`src/rtl/core_pkg.sv`:
```
// core_pkg -- definitions shared by the fetch stage and its buffer.
//   XLEN             : architectural word width.
//   DEFAULT_RESET_PC : default first fetch address.
//   NOP_INST         : canonical NOP encoding (addi x0, x0, 0).
//   fetch_entry_t    : one instruction-buffer entry {pc, inst, misalign}.
package core_pkg;

  localparam int XLEN = 32;

  localparam logic [XLEN-1:0] DEFAULT_RESET_PC = 32'h0000_0000;
  localparam logic [XLEN-1:0] NOP_INST         = 32'h0000_0013;

  typedef struct packed {
    logic [XLEN-1:0] pc;
    logic [XLEN-1:0] inst;
    logic            misalign;
  } fetch_entry_t;

  // Clears the byte-offset bits of a fetch address.
  function automatic logic [XLEN-1:0] word_align(input logic [XLEN-1:0] addr);
    return addr & ~XLEN'(3);
  endfunction

endpackage

```
`src/rtl/fetch_fifo.sv`:
```
// fetch_fifo -- small circular FIFO used for the instruction buffer and the
// in-flight PC queue of the fetch stage.
// Parameters: DEPTH (entries, >= 2), entry_t (stored type).
// Ports:
//   clk, rst   : clock, asynchronous active-high reset
//   flush      : drop all entries; a push in the same cycle becomes the sole entry
//   push       : write push_data at the tail
//   push_data  : entry to write
//   pop        : advance the head (ignored when empty)
//   head       : oldest entry, all-zero when empty
//   count      : number of valid entries
module fetch_fifo
  import core_pkg::*;
#(
  parameter int  DEPTH   = 2,
  parameter type entry_t = fetch_entry_t,
  localparam int CW      = $clog2(DEPTH + 1)
) (
  input  logic          clk,
  input  logic          rst,
  input  logic          flush,
  input  logic          push,
  input  entry_t        push_data,
  input  logic          pop,
  output entry_t        head,
  output logic [CW-1:0] count
);

  localparam int PW = (DEPTH > 1) ? $clog2(DEPTH) : 1;

  logic [PW-1:0] rd_q, rd_d, wr_q, wr_d;
  logic [CW-1:0] cnt_q, cnt_d;
  entry_t        mem_q [DEPTH];
  entry_t        mem_d [DEPTH];
  logic          pop_ok, push_ok;

  function automatic logic [PW-1:0] next_ptr(input logic [PW-1:0] p);
    return (p == PW'(DEPTH - 1)) ? '0 : p + PW'(1);
  endfunction

  assign pop_ok  = pop && (cnt_q != '0);
  // A full FIFO still accepts a push when the head leaves in the same cycle.
  assign push_ok = push && ((cnt_q != CW'(DEPTH)) || pop_ok);

  always_comb begin
    rd_d  = rd_q;
    wr_d  = wr_q;
    cnt_d = cnt_q;
    mem_d = mem_q;
    if (flush) begin
      rd_d  = '0;
      wr_d  = '0;
      cnt_d = '0;
      if (push) begin
        mem_d[0] = push_data;
        wr_d     = PW'(1);
        cnt_d    = CW'(1);
      end
    end else begin
      if (push_ok) begin
        mem_d[wr_q] = push_data;
        wr_d        = next_ptr(wr_q);
      end
      if (pop_ok) rd_d = next_ptr(rd_q);
      case ({push_ok, pop_ok})
        2'b10:   cnt_d = cnt_q + CW'(1);
        2'b01:   cnt_d = cnt_q - CW'(1);
        default: cnt_d = cnt_q;
      endcase
    end
  end

  always_ff @(posedge clk or posedge rst) begin
    if (rst) begin
      rd_q  <= '0;
      wr_q  <= '0;
      cnt_q <= '0;
      for (int i = 0; i < DEPTH; i++) mem_q[i] <= '0;
    end else begin
      rd_q  <= rd_d;
      wr_q  <= wr_d;
      cnt_q <= cnt_d;
      mem_q <= mem_d;
    end
  end

  assign head  = (cnt_q != '0) ? mem_q[rd_q] : '0;
  assign count = cnt_q;

endmodule

```
`src/rtl/if_stage.sv`:
```
// if_stage -- instruction fetch: issues word fetches, tracks outstanding
// requests, buffers returned instructions for decode and handles redirects.
// Optional feature macro: IF_MISALIGN_TRAP_EN (misaligned redirect produces a
// trap entry and halts fetch instead of silently aligning the target).
// Parameters: RESET_PC (first fetch address), BUF_DEPTH (2..8, buffer size and
//             cap on in-flight plus buffered fetches).
// Ports:
//   clk, rst                        : clock, asynchronous active-high reset
//   imem_req_valid/ready/addr       : fetch request channel
//   imem_rsp_valid/data             : in-order fetch responses, always accepted
//   redirect_valid/pc               : branch/jump/trap redirect
//   id_valid/ready, id_inst, id_pc  : instruction handed to decode
//   id_misalign                     : trap entry flag (IF_MISALIGN_TRAP_EN only)
module if_stage
  import core_pkg::*;
#(
  parameter logic [XLEN-1:0] RESET_PC  = DEFAULT_RESET_PC,
  parameter int              BUF_DEPTH = 2
) (
  input  logic            clk,
  input  logic            rst,
  output logic            imem_req_valid,
  input  logic            imem_req_ready,
  output logic [XLEN-1:0] imem_req_addr,
  input  logic            imem_rsp_valid,
  input  logic [XLEN-1:0] imem_rsp_data,
  input  logic            redirect_valid,
  input  logic [XLEN-1:0] redirect_pc,
  output logic            id_valid,
  input  logic            id_ready,
  output logic [XLEN-1:0] id_inst,
  output logic [XLEN-1:0] id_pc
`ifdef IF_MISALIGN_TRAP_EN
  ,
  output logic            id_misalign
`endif
);

  localparam int CW = $clog2(BUF_DEPTH + 1);

  logic [XLEN-1:0] pc_q, pc_d;
  // inflight counts every outstanding request, including ones to be dropped;
  // drop counts how many of the oldest outstanding responses are stale.
  logic [CW-1:0]   inflight_q, inflight_d;
  logic [CW-1:0]   drop_q, drop_d;
  logic            halted;

  logic            fire;
  logic [CW:0]     occupancy;
  logic            buf_push, buf_flush, buf_pop;
  fetch_entry_t    buf_entry, buf_head;
  logic [CW-1:0]   buf_count;
  logic            pcq_push, pcq_pop, pcq_flush;
  logic [XLEN-1:0] pcq_head;
  logic [CW-1:0]   pcq_count;

`ifdef IF_MISALIGN_TRAP_EN
  logic halt_q, halt_d;
  assign halted = halt_q;
`else
  assign halted = 1'b0;
`endif

  assign occupancy      = (CW + 1)'(inflight_q) + (CW + 1)'(buf_count);
  assign imem_req_valid = !rst && !redirect_valid && !halted &&
                          (occupancy < (CW + 1)'(BUF_DEPTH));
  assign imem_req_addr  = pc_q;
  assign fire           = imem_req_valid && imem_req_ready;
  assign buf_pop        = id_valid && id_ready;

  always_comb begin
    pc_d       = pc_q;
    inflight_d = inflight_q;
    drop_d     = drop_q;
    buf_push   = 1'b0;
    buf_flush  = 1'b0;
    buf_entry  = '0;
    pcq_push   = 1'b0;
    pcq_pop    = 1'b0;
    pcq_flush  = 1'b0;
`ifdef IF_MISALIGN_TRAP_EN
    halt_d     = halt_q;
`endif

    case ({fire, imem_rsp_valid})
      2'b10:   inflight_d = inflight_q + CW'(1);
      2'b01:   inflight_d = inflight_q - CW'(1);
      default: inflight_d = inflight_q;
    endcase

    if (redirect_valid) begin
      // Everything still outstanding after this edge is stale; a response
      // arriving right now is discarded rather than buffered.
      buf_flush = 1'b1;
      pcq_flush = 1'b1;
      drop_d    = inflight_q - CW'(imem_rsp_valid);
      pc_d      = word_align(redirect_pc);
`ifdef IF_MISALIGN_TRAP_EN
      halt_d = 1'b0;
      if (redirect_pc[1:0] != 2'b00) begin
        buf_push           = 1'b1;
        buf_entry.pc       = redirect_pc;
        buf_entry.misalign = 1'b1;
        halt_d             = 1'b1;
      end
`endif
    end else begin
      if (fire) begin
        pc_d     = pc_q + XLEN'(4);
        pcq_push = 1'b1;
      end
      if (imem_rsp_valid) begin
        if (drop_q != '0) begin
          drop_d = drop_q - CW'(1);
        end else if (pcq_count != '0) begin
          pcq_pop        = 1'b1;
          buf_push       = 1'b1;
          buf_entry.pc   = pcq_head;
          buf_entry.inst = imem_rsp_data;
        end
      end
    end
  end

  always_ff @(posedge clk or posedge rst) begin
    if (rst) begin
      pc_q       <= RESET_PC;
      inflight_q <= '0;
      drop_q     <= '0;
    end else begin
      pc_q       <= pc_d;
      inflight_q <= inflight_d;
      drop_q     <= drop_d;
    end
  end

`ifdef IF_MISALIGN_TRAP_EN
  always_ff @(posedge clk or posedge rst) begin
    if (rst) halt_q <= 1'b0;
    else     halt_q <= halt_d;
  end
`endif

  fetch_fifo #(
    .DEPTH   (BUF_DEPTH),
    .entry_t (logic [XLEN-1:0])
  ) u_pc_queue (
    .clk       (clk),
    .rst       (rst),
    .flush     (pcq_flush),
    .push      (pcq_push),
    .push_data (pc_q),
    .pop       (pcq_pop),
    .head      (pcq_head),
    .count     (pcq_count)
  );

  fetch_fifo #(
    .DEPTH   (BUF_DEPTH),
    .entry_t (fetch_entry_t)
  ) u_inst_buf (
    .clk       (clk),
    .rst       (rst),
    .flush     (buf_flush),
    .push      (buf_push),
    .push_data (buf_entry),
    .pop       (buf_pop),
    .head      (buf_head),
    .count     (buf_count)
  );

  assign id_valid = (buf_count != '0);
  assign id_inst  = buf_head.inst;
  assign id_pc    = buf_head.pc;

`ifdef IF_MISALIGN_TRAP_EN
  assign id_misalign = buf_head.misalign;
`else
  logic unused_misalign;
  assign unused_misalign = buf_head.misalign;
`endif

endmodule

```
`config.mk`:
```
export PLATFORM = sky130hd
export DESIGN_NAME = if_stage
export DESIGN_NICKNAME = d
export VERILOG_FILES = /design/src/rtl/core_pkg.sv /design/src/rtl/fetch_fifo.sv /design/src/rtl/if_stage.sv
export SDC_FILE = /design/constraint.sdc
export NUM_CORES = 1
export LEC_CHECK = 0
export ABC_AREA = 1
export BUFFER_PORTS_ARGS = -buffer_cell sky130_fd_sc_hd__buf_2
export CAP_MARGIN = 40
export CORE_ASPECT_RATIO = 1.1
export CORE_MARGIN = 1.5
export CORE_UTILIZATION = 30
export DETAILED_ROUTE_END_ITERATION = 6
export GPL_ROUTABILITY_DRIVEN = 0
export PLACE_DENSITY = 0.47
export SLEW_MARGIN = 20
export SYNTH_ARGS = -nofsm -noshare
export SYNTH_HDL_FRONTEND = slang
export SYNTH_HIERARCHICAL = 1
export SYNTH_SLANG_ARGS = --single-unit
```
`constraint.sdc`:
```
create_clock -name clk -period 9.4 [get_ports clk]
set_input_delay 1.88 -clock clk [delete_from_list [all_inputs] [get_ports clk]]
set_output_delay 1.88 -clock clk [all_outputs]
set_load 0.1 [all_outputs]
```
# --- Yosys cells after proc, flatten, opt, wreduce, memory -nomap -nowiden ---
# Index checks and enable logic that the tools add are counted.
totals:
  regBits: 238
  latchBits: 0
  ramBits: 0
  rom_bits: 0
  in_bits: 70
  output_inout_bits: 98
  elab_cells: 141
  memories: 0
op_classes:
  n_addsub: 14
  n_mul: 0
  div: 0
  n_lt_le_gt_ge: 7
  n_eq_ne: 10
  n_shift: 0
  mux: 56
  bitwise: 5
  n_reduce_logical: 32
op_table:
  columns: ["operator", "n"]
  rows:
  - ["$mux 65", 7]
  - ["$mux 64", 5]
  - ["$mux 32", 8]
  - ["$bwmux 130", 1]
  - ["$mux 130", 1]
  - ["$demux 65 s1", 1]
  - ["$bwmux 64", 1]
  - ["$add 32x3->32 const B", 1]
  - ["$demux 32 s1", 1]
  - ["$mux 1", 23]
  - ["$reduce_bool 2->1", 11]
  - ["$pmux 2 s2", 3]
  - ["$logic_and 1x1->1", 10]
  - ["$mux 2", 5]
  - ["$reduce_and 2->1", 5]
  - ["$ge 2x2->1 const B", 4]
  - ["$not 1->2", 4]
  - ["$sub 2x1->2 const B", 4]
  - ["$add 2x1->2 const B", 3]
  - ["$eq 2x1->1 const B", 3]
  - ["$eq 2x2->1 const B", 3]
  - ["$reduce_bool 3->1", 2]
  - ["$add 1x1->1 const B", 4]
  - ["$lt 2x1->1 const B", 2]
  - ["other kinds (8)", 12]

# --- Logic depth before layout (Yosys ltp) ---
# Gate-level depths: netlist (run 1).
logic_depth:
  ltp_word: 11
  depth_mapped: 14

# --- Hierarchy ---
# The synthesis (run 1) kept the hierarchy.
by_module_without_submodules:
  columns: ["mod", "instances", "cells_per_inst", "area_per_inst_um2"]
  rows:
  - ["fetch_fifo at u_inst_buf", 1, 760, 6165.9]
  - ["fetch_fifo at u_pc_queue", 1, 407, 3219.3]
  - ["if_stage", 1, 554, 3105.5]

# --- Least setup slack after synthesis (run 1) ---
# Ideal clock, no wire load.
synth_timing:
  path_type: "input to output"
  startpoint: "input rst"
  endpoint: "output imem_req_valid"
  t_arrival_ns: 2.750
  slack_ns: 4.770
  path_stages: 3
  path_buffers: 0
  path_cell_list: "nor2_1 nand3_1 inv_1"
synth_between:
  elab_chain_cells: 3
synth_lines:
  columns: ["item", "line", "source"]
  rows:
  - ["start, declared", "if_stage.sv:21", "input logic rst,"]
  - ["$logic_not 1->1 (no line)", null, null]
  - ["$logic_and 1x1->1 (2 in a row)", "if_stage.sv:65", "assign imem_req_valid = !rst && !redirect_valid && !halted &&"]
  - ["end, declared", "if_stage.sv:22", "output logic imem_req_valid,"]
# No other way between the ends.

# --- Worst setup path after layout (run 1) ---
layout_timing:
  startpoint: "register u_inst_buf.rd_q"
  endpoint: "output id_pc[1]"
layout_between:
  elab_chain_cells: 5
layout_lines:
  columns: ["item", "line", "source"]
  rows:
  - ["start, declared", "fetch_fifo.sv:31", "logic [PW-1:0] rd_q, rd_d, wr_q, wr_d;"]
  - ["start signal, assigned", "fetch_fifo.sv:80", "rd_q <= rd_d;"]
  - ["$not 1->2 (not written as such)", "fetch_fifo.sv:87", "assign head = (cnt_q != '0) ? mem_q[rd_q] : '0;"]
  - ["$mux 65 (not written as such) (3 in a row)", "fetch_fifo.sv:87", null]
  - ["$mux 65", "fetch_fifo.sv:87", null]
  - ["end, declared", "if_stage.sv:32", "output logic [XLEN-1:0] id_pc"]
# No other way between the ends. The select of a mux whose other input is x is not followed.

==> results of run 1 <==
==> layout by cell type, fill, tap and decap left out, types with 5 or more instances in the layout <==
cell type,instances
clkbuf_8,9
clkbuf_1,8
o211ai_1,8
o21ai_1,24
nor2_1,117
dfrtp_1,234
nand3_1,129
inv_2,15
buf_2,163
a21oi_1,102
xor2_1,5
nand2_4,5
conb_1,6
clkbuf_16,29
nand2_1,625
nand3_2,6
nand4_1,5
buf_4,9
o21ai_0,128
inv_1,188
==> layout make-up <==
type / instances / area share (%)
multi-input cells: 1185 / 36.0
flip-flops and latches: 234 / 40.4
inverters: 205 / 5.36
well taps: 513 / 4.43
clock buffers: 46 / 6.08
clock inverters: 6 / 0.432
repair buffers: 179 / 7.24
==> power breakdown <==
group	internal [mW]	switching, mW
clock	0.664	0.435
combinational	0.269	1.01
sequential	1.25	0.147
==> flip-flops by register name, indices dropped and copies added, names as in the netlist <==
signal	flops
u_inst_buf/mem_q	128
drop_q	2
u_inst_buf/count	2
u_pc_queue/rd_q	1
u_pc_queue/mem_q	64
u_inst_buf/wr_q	1
imem_req_addr	30
u_pc_queue/wr_q	1
inflight_q	2
u_pc_queue/count	2
u_inst_buf/rd_q	1
==> worst max-delay path: stages, from the launching register on <==
cell and delay [ns]:
dfrtp_1 0.74, clkinv_2 0.72, buf_4 0.59, a21oi_1 0.35
buf_2 0.49
==> path summary, 6_finish.rpt <==
path | slack [ns] | startpoint | end | cells after the start
min reg2reg | 0.46 | u_inst_buf/mem_q[29] | u_inst_buf/mem_q[29] | 2
max in group asynchronous | 6.80 | rst | u_inst_buf/mem_q[34] | 4
min | 0.46 | u_inst_buf/mem_q[29] | u_inst_buf/mem_q[29] | 2
max reg2reg | 5.93 | u_inst_buf/count[0] | u_pc_queue/mem_q[20] | 11
min in group asynchronous | 1.40 | rst | inflight_q[1] | 2
max | 4.05 | u_inst_buf/rd_q | id_pc[1] | 4
==> per-layer routing <==
metal | routed length, um | up-vias | global-route usage [%]
met5 | 0 | - | 0
met4 | 651 | 0 | 4.15
met3 | 1580 | 46 | 1.95
met2 | 17000 | 243 | 28.9
met1 | 17600 | 5202 | 23.9
li1 | - | 5581 | -
==> metrics.txt, run 1 <==
outcome completed; Setup Buffers After CTS 0; clock buffer depth 3; Die Wd 197 um; mean area per synthesized cell 7.25 um2; WHS 0.464 ns; Crit. End Element output pin; drc violations 0; fill count 4449; area growth from synthesis to layout 16.7%; CTS Buf Count 29; Die ar. 42600 um2; Leak 7.41 nW; pwr/cell area 260 nW/um2; Vias/cell 4.68; initial drt markers 728; maximum clock rate 187 MHz; antenna cell count 0; Cells after DPL 2314; final-report max-slew violation count 0; vias in the first global route 10848; CP arrival 3.47 ns; area post-placement 13500 um2; H-tree Lvls 1; Core ar. 40500 um2; Die Span Y 216 um; routed len/inst 15.5 um; CTS clock-pin slew for the worst setup and hold paths 0.06 ns; smallest setup slack after layout 4.05 ns; worst slew pin tran 0.862 ns; post-CTS sizing 0; Max-slew headroom 42.5%; endpoints failing setup 0; clock skew 0.0171 ns; register area 5860 um2; Cells after Synth 1711; global route overflow 0; fin util 35.8%; fin crit period 5.35 ns; layout cell share with drive strength beyond 1 14.1%; Hold-fix buffers, CTS 0; final hold vios 0; HPWL Detailed 23100 um; Yosys warning total 6; Post-Layout Cell Count 2368; CP Data Required Time 7.52 ns; Root Driver clkbuf_16; starting density of the core 30.7%; Setup TNS 0 ns; Hold Crit Class flip-flop to flip-flop; CTS tree built; area of the multi-input gates 5220 um2; Routed WL 36800 um; antenna violations before repair 0; Buffers on Ports 163; I/O Pins 168; # Max-Cap Violations 0; global-route wire length before repair 59300 um; layout net count 1909; largest net degree at the start of global routing 73; post-route design area 14500 um2; synthesized cell area 12400 um2; Crit Path Max Fanout 72; Clk Latency, worst-skew pair 0.55 ns; TritonCTS Sinks 234; final period utilization 56.9%; CP Launch Type flip-flop; Place WS 3.94 ns; RSZ-0062 raised after global routing no; worst supply voltage drop on vdd 0.121 mV; gr usage total 17.3%; DR vias 11072; Detail Route Antenna Nets 0; site row count 77; TritonRoute pass-1 iters 5; Pwr Total 3.77 mW; Crit Path Category flip-flop to output pin
No activity file was read; power rests on OpenSTA's default activity.
==> run 2, diff against run 1 <==
- PLACE_DENSITY: 0.47 -> 0.49
- clock period: 9.4 -> 4.5 ns (I/O delays scaled with it)
==> run 2 against run 1 <==
Against the previous run: cell count is 0.30% higher; sequential power rose by 110%; utilization rose by 0.16 points; count of clock-buffer cells in the layout fell by 9; flip-flop and latch count is the same; largest power group unchanged.
==> metrics.txt, run 2 (synthesized netlist as in run 1, its figures left out) <==
# Max-Cap Violations 0; RR Startpoint u_inst_buf/count[0]; post-CTS sizing 0; I/O Pins 168; DR vias 11072; max reg flops 128; worst reg2reg path endpoint u_pc_queue/mem_q[14]; RSZ-0062 raised after global routing no; Worst path max stage delay 0.46 ns; Routed WL 36400 um; Hold-fix buffers, CTS 0; Pwr Total 7.95 mW; area growth from synthesis to layout 17.2%; TritonCTS Sinks 234; outcome completed; Crit. End Element output pin; Buffers on Ports 163; Place WS 1.38 ns; worst slew pin tran 0.873 ns; TritonRoute pass-1 iters 5; commonest non-fill, non-tap cell in the layout nand2_1; Vias/cell 4.66; commonest non-fill, non-tap cells in the layout nand2_1 (625), dfrtp_1 (234), inv_1 (188); Max-slew headroom 41.8%; CTS tree built; final hold vios 0; CP delay by family, top buffers and inverters; Die Wd 197 um; routed len/inst 15.3 um; post-route design area 14500 um2; Core ar. 40500 um2; vias in the first global route 10572; Die ar. 42600 um2; CP Data Required Time 3.60 ns; clock skew 0.0106 ns; smallest setup slack after layout 1.02 ns; Clk Latency, worst-skew pair 0.55 ns; final-report max-slew violation count 0; reg2reg setup slack 1.69 ns; layout net count 1918; pwr/cell area 546 nW/um2; CP Launch Type flip-flop; most frequent CP cell buf_4; Hold Crit Class input port to async pin; largest net degree at the start of global routing 66; fin crit period 3.48 ns; Die Span Y 216 um; initial drt markers 642; Crit path depth 6; WHS 0.358 ns; gr usage total 17.1%; clock buffer depth 3; CP endpoint id_inst[28]; HPWL Detailed 23600 um; global route overflow 0; Detail Route Antenna Nets 0; CTS clock-pin slew for the worst setup and hold paths 0.06 ns; H-tree Lvls 1; starting density of the core 30.7%; CP cell instances buf_4, clkinv_2, buf_4, o21ai_0, a21oi_1, buf_2; drc violations 0; CP arrival 2.58 ns; Setup Buffers After CTS 0; reg2reg path depth 11; antenna violations before repair 0; worst supply voltage drop on vdd 0.243 mV; CP Buf/Inv Count 4; final period utilization 77.3%; Biggest register u_inst_buf/mem_q; CTS Buf Count 29; Root Driver clkbuf_16; CP max-delay cell buf_2; global-route wire length before repair 58400 um; site row count 77; Crit Path Category flip-flop to output pin; Critical path origin u_inst_buf/rd_q; endpoints failing setup 0; Setup TNS 0 ns; Crit Path Max Fanout 31; antenna cell count 0; layout cell share with drive strength beyond 1 14.5%; maximum clock rate 287 MHz; Leak 7.44 nW; area post-placement 13600 um2
==> run 2: cell count changes in the layout (fill, tap and decap cells not counted), sizes merged <==
cell      delta
clkinv       +1
clkinvlp     +2
bufinv       +3
inv          +1
buf          +9
clkbuf       -9
==> run 2: metrics by stage <==
| stage | util, % | std cells |
|---|---|---|
| final | 35.9 | 2375 |
| after global routing | 35.9 | 2375 |
| after CTS | 35.9 | 2375 |
| after detailed placement | 33.6 | 2325 |
| after global placement | 33.5 | 2323 |
| after floorplan | - | 1716 |
==> run 2: routing by layer <==
| layer | global-route usage, % | up-vias | routed length, um |
|---|---|---|---|
| li1 | - | 5602 | - |
| met1 | 24.1 | 5164 | 17200 |
| met2 | 27.8 | 265 | 16700 |
| met3 | 2.19 | 41 | 1910 |
| met4 | 3.82 | 0 | 578 |
| met5 | 0 | - | 0 |
==> run 2: worst min-delay path by stage <==
stage | depth (start not counted) | slack [ns] | start | to
after floorplan | 2 | 0.44 | u_inst_buf/mem_q[14] | u_inst_buf/mem_q[14]
after global placement | 2 | 0.45 | u_inst_buf/mem_q[17] | u_inst_buf/mem_q[17]
after detailed placement | 2 | 0.45 | u_inst_buf/mem_q[46] | u_inst_buf/mem_q[46]
after CTS | 2 | 0.35 | rst | u_pc_queue/rd_q
after global routing | 2 | 0.37 | rst | u_pc_queue/rd_q
final | 2 | 0.36 | rst | u_pc_queue/rd_q
==> run 2: area by class of cell <==
cell class | instances | area (um2)
fillers | 4423 | 25900
flip-flops and latches | 234 | 5860
multi-input cells | 1185 | 5200
repair buffers | 188 | 1110
clock buffers | 37 | 776
inverters | 205 | 773
well taps | 513 | 642
clock inverters | 13 | 181
==> run 2: power by group <==
group          internal [mW]  switching, mW
clock                   1.44          0.929
sequential              2.61          0.301
combinational          0.572           2.09
total                   4.62           3.32
==> run 3, diff against run 2 <==
- clock period: 4.5 -> 3.1 ns (I/O delays scaled with it)
==> run 3 against run 2 <==
Against the previous run: cell area increased by 6.8%; power increased by 51%; register-to-register slack got worse by 1.2 ns; clock power increased by 41%; count of clock-buffer cells in the layout increased by 6; clock skew increased by 0.0052 ns; die area unchanged; sequential power increased by 45%; global-route usage increased by 0.22 points; highest routed layer unchanged.
==> metrics.txt, run 3 (synthesized netlist as in run 1, its figures left out) <==
outcome completed; Place WS 0.496 ns; CP Launch Type flip-flop; Cell Int Power 7.09 mW; Max-slew headroom 43.2%; sequential power share 35.3%; fill count 4294; worst slew pin tran 0.851 ns; commonest non-fill, non-tap cells in the layout nand2_1 (624), dfrtp_1 (233), inv_1 (189); worst supply voltage drop on vdd 0.457 mV; switching portion of total power 40.9%; CTS tree built; endpoints failing setup 0; Hold Crit Class input port to flip-flop; Detail Route Antenna Nets 0; final hold vios 0; final period utilization 94.3%; Root Driver clkbuf_16; antenna violations before repair 0; Clock power frac 27.8%; area post-placement 14500 um2; drc violations 0; Routed WL 36800 um; vias in the first global route 10768; Leak 7.62 nW; commonest non-fill, non-tap cell in the layout nand2_1; CTS Buf Count 28; clock buffer depth 3; area growth from synthesis to layout 25.2%; CP Data Required Time 2.48 ns; antenna cell count 0; DR vias 11138; Crit Path Category flip-flop to output pin; Setup TNS 0 ns; Biggest register u_inst_buf/mem_q; Core ar. 40500 um2; Clk Latency, worst-skew pair 0.54 ns; clock skew 0.0159 ns; maximum clock rate 342 MHz; H-tree Lvls 1; gr usage total 17.3%; initial drt markers 642; CP max-delay cell dfrtp_1; smallest setup slack after layout 0.176 ns; CP cell instances inv_1, nand2_2, buf_6, o21ai_0, a21oi_1, buf_12; TritonRoute pass-1 iters 4; CP delay by family, top buffers and inverters; global-route wire length before repair 59500 um; CP Buf/Inv Count 3; # Max-Cap Violations 0; RSZ-0062 raised after global routing no; CTS clock-pin slew for the worst setup and hold paths 0.06 ns; starting density of the core 30.7%; post-route design area 15500 um2; Buffers on Ports 163; WHS 0.304 ns; layout cell share with drive strength beyond 1 14.9%; Die ar. 42600 um2; TritonCTS Sinks 234; Comb pwr share 36.9%; fin crit period 2.92 ns; pwr/cell area 771 nW/um2; final-report max-slew violation count 0; Crit. End Element output pin; Die Span Y 216 um; NetSw 4.89 mW; global route overflow 0; Worst path max stage delay 0.50 ns; HPWL Detailed 23300 um; layout net count 1920; site row count 77; Die Wd 197 um; max reg flops 128; CP arrival 2.30 ns; routed len/inst 15.5 um; Crit Path Max Fanout 26; Vias/cell 4.69; largest net degree at the start of global routing 105; I/O Pins 168
## run 3: path summary, 6_finish.rpt
check | from | end | slack [ns] | depth (start not counted)
worst min register to register | u_inst_buf/mem_q[30] | u_inst_buf/mem_q[30] | 0.46 | 2
worst max-delay path | u_inst_buf/count[1] | id_pc[17] | 0.18 | 6
worst max register to register | u_inst_buf/count[0] | u_pc_queue/mem_q[17] | 0.54 | 11
min in group asynchronous | rst | u_pc_queue/count[1] | 0.54 | 3
max in group asynchronous | rst | u_inst_buf/mem_q[94] | 1.67 | 4
worst min-delay path | redirect_pc[14] | imem_req_addr[14] | 0.30 | 3
## run 3: per-layer routing
layer | GRT usage, % | part of all wire, % | vias to the layer above
met3 | 2.15 | 5.4 | 41
met1 | 24.5 | 47 | 5205
met4 | 3.64 | 1.5 | 0
met2 | 28.2 | 46 | 296
met5 | 0 | 0 | -
li1 | - | - | 5596
## run 3: power by group through the flow
stage	Combinational (mW)	Clock (mW)	Sequential, mW
after floorplan	2.72	0	4.61
after global placement	4.37	0	4.26
after detailed placement	4.41	0	4.28
after CTS	4.44	3.43	4.23
after global routing	4.79	3.57	4.32
final	4.42	3.33	4.23
## run 3: through the flow
stage,cells,power (mW),util [%]
6_report,2377,12.0,38.4
5_1_grt,2377,12.7,38.4
4_1_cts,2375,12.1,38.2
3_5_place_dp,2326,8.69,35.9
3_3_place_gp,2326,8.63,35.9
2_1_floorplan,1716,7.33,-
## run 3: cell type report
type | instances | area [um2] | share of cell area [%]
Tap cell | 513 | 642 | 4.13
Inverter | 205 | 774 | 4.99
Clock buffer | 43 | 848 | 5.46
Sequential cell | 234 | 5860 | 37.7
Multi-Input combinational cell | 1185 | 5230 | 33.7
Clock inverter | 6 | 80.1 | 0.516
Timing Repair Buffer | 191 | 2100 | 13.5
## run 3: repair_timing
item                       in CTS  in global routing
setup buffers                   0                  0
hold endpoints to repair        0                  1
hold buffers                    0                  1
setup endpoints to repair       3                 24
gates resized for setup         3                  8
## run 3: worst min-delay path, stage by stage
cell	delay (ns)
buf_2	0.07
nand2_1	0.04
nand3_1	0.07
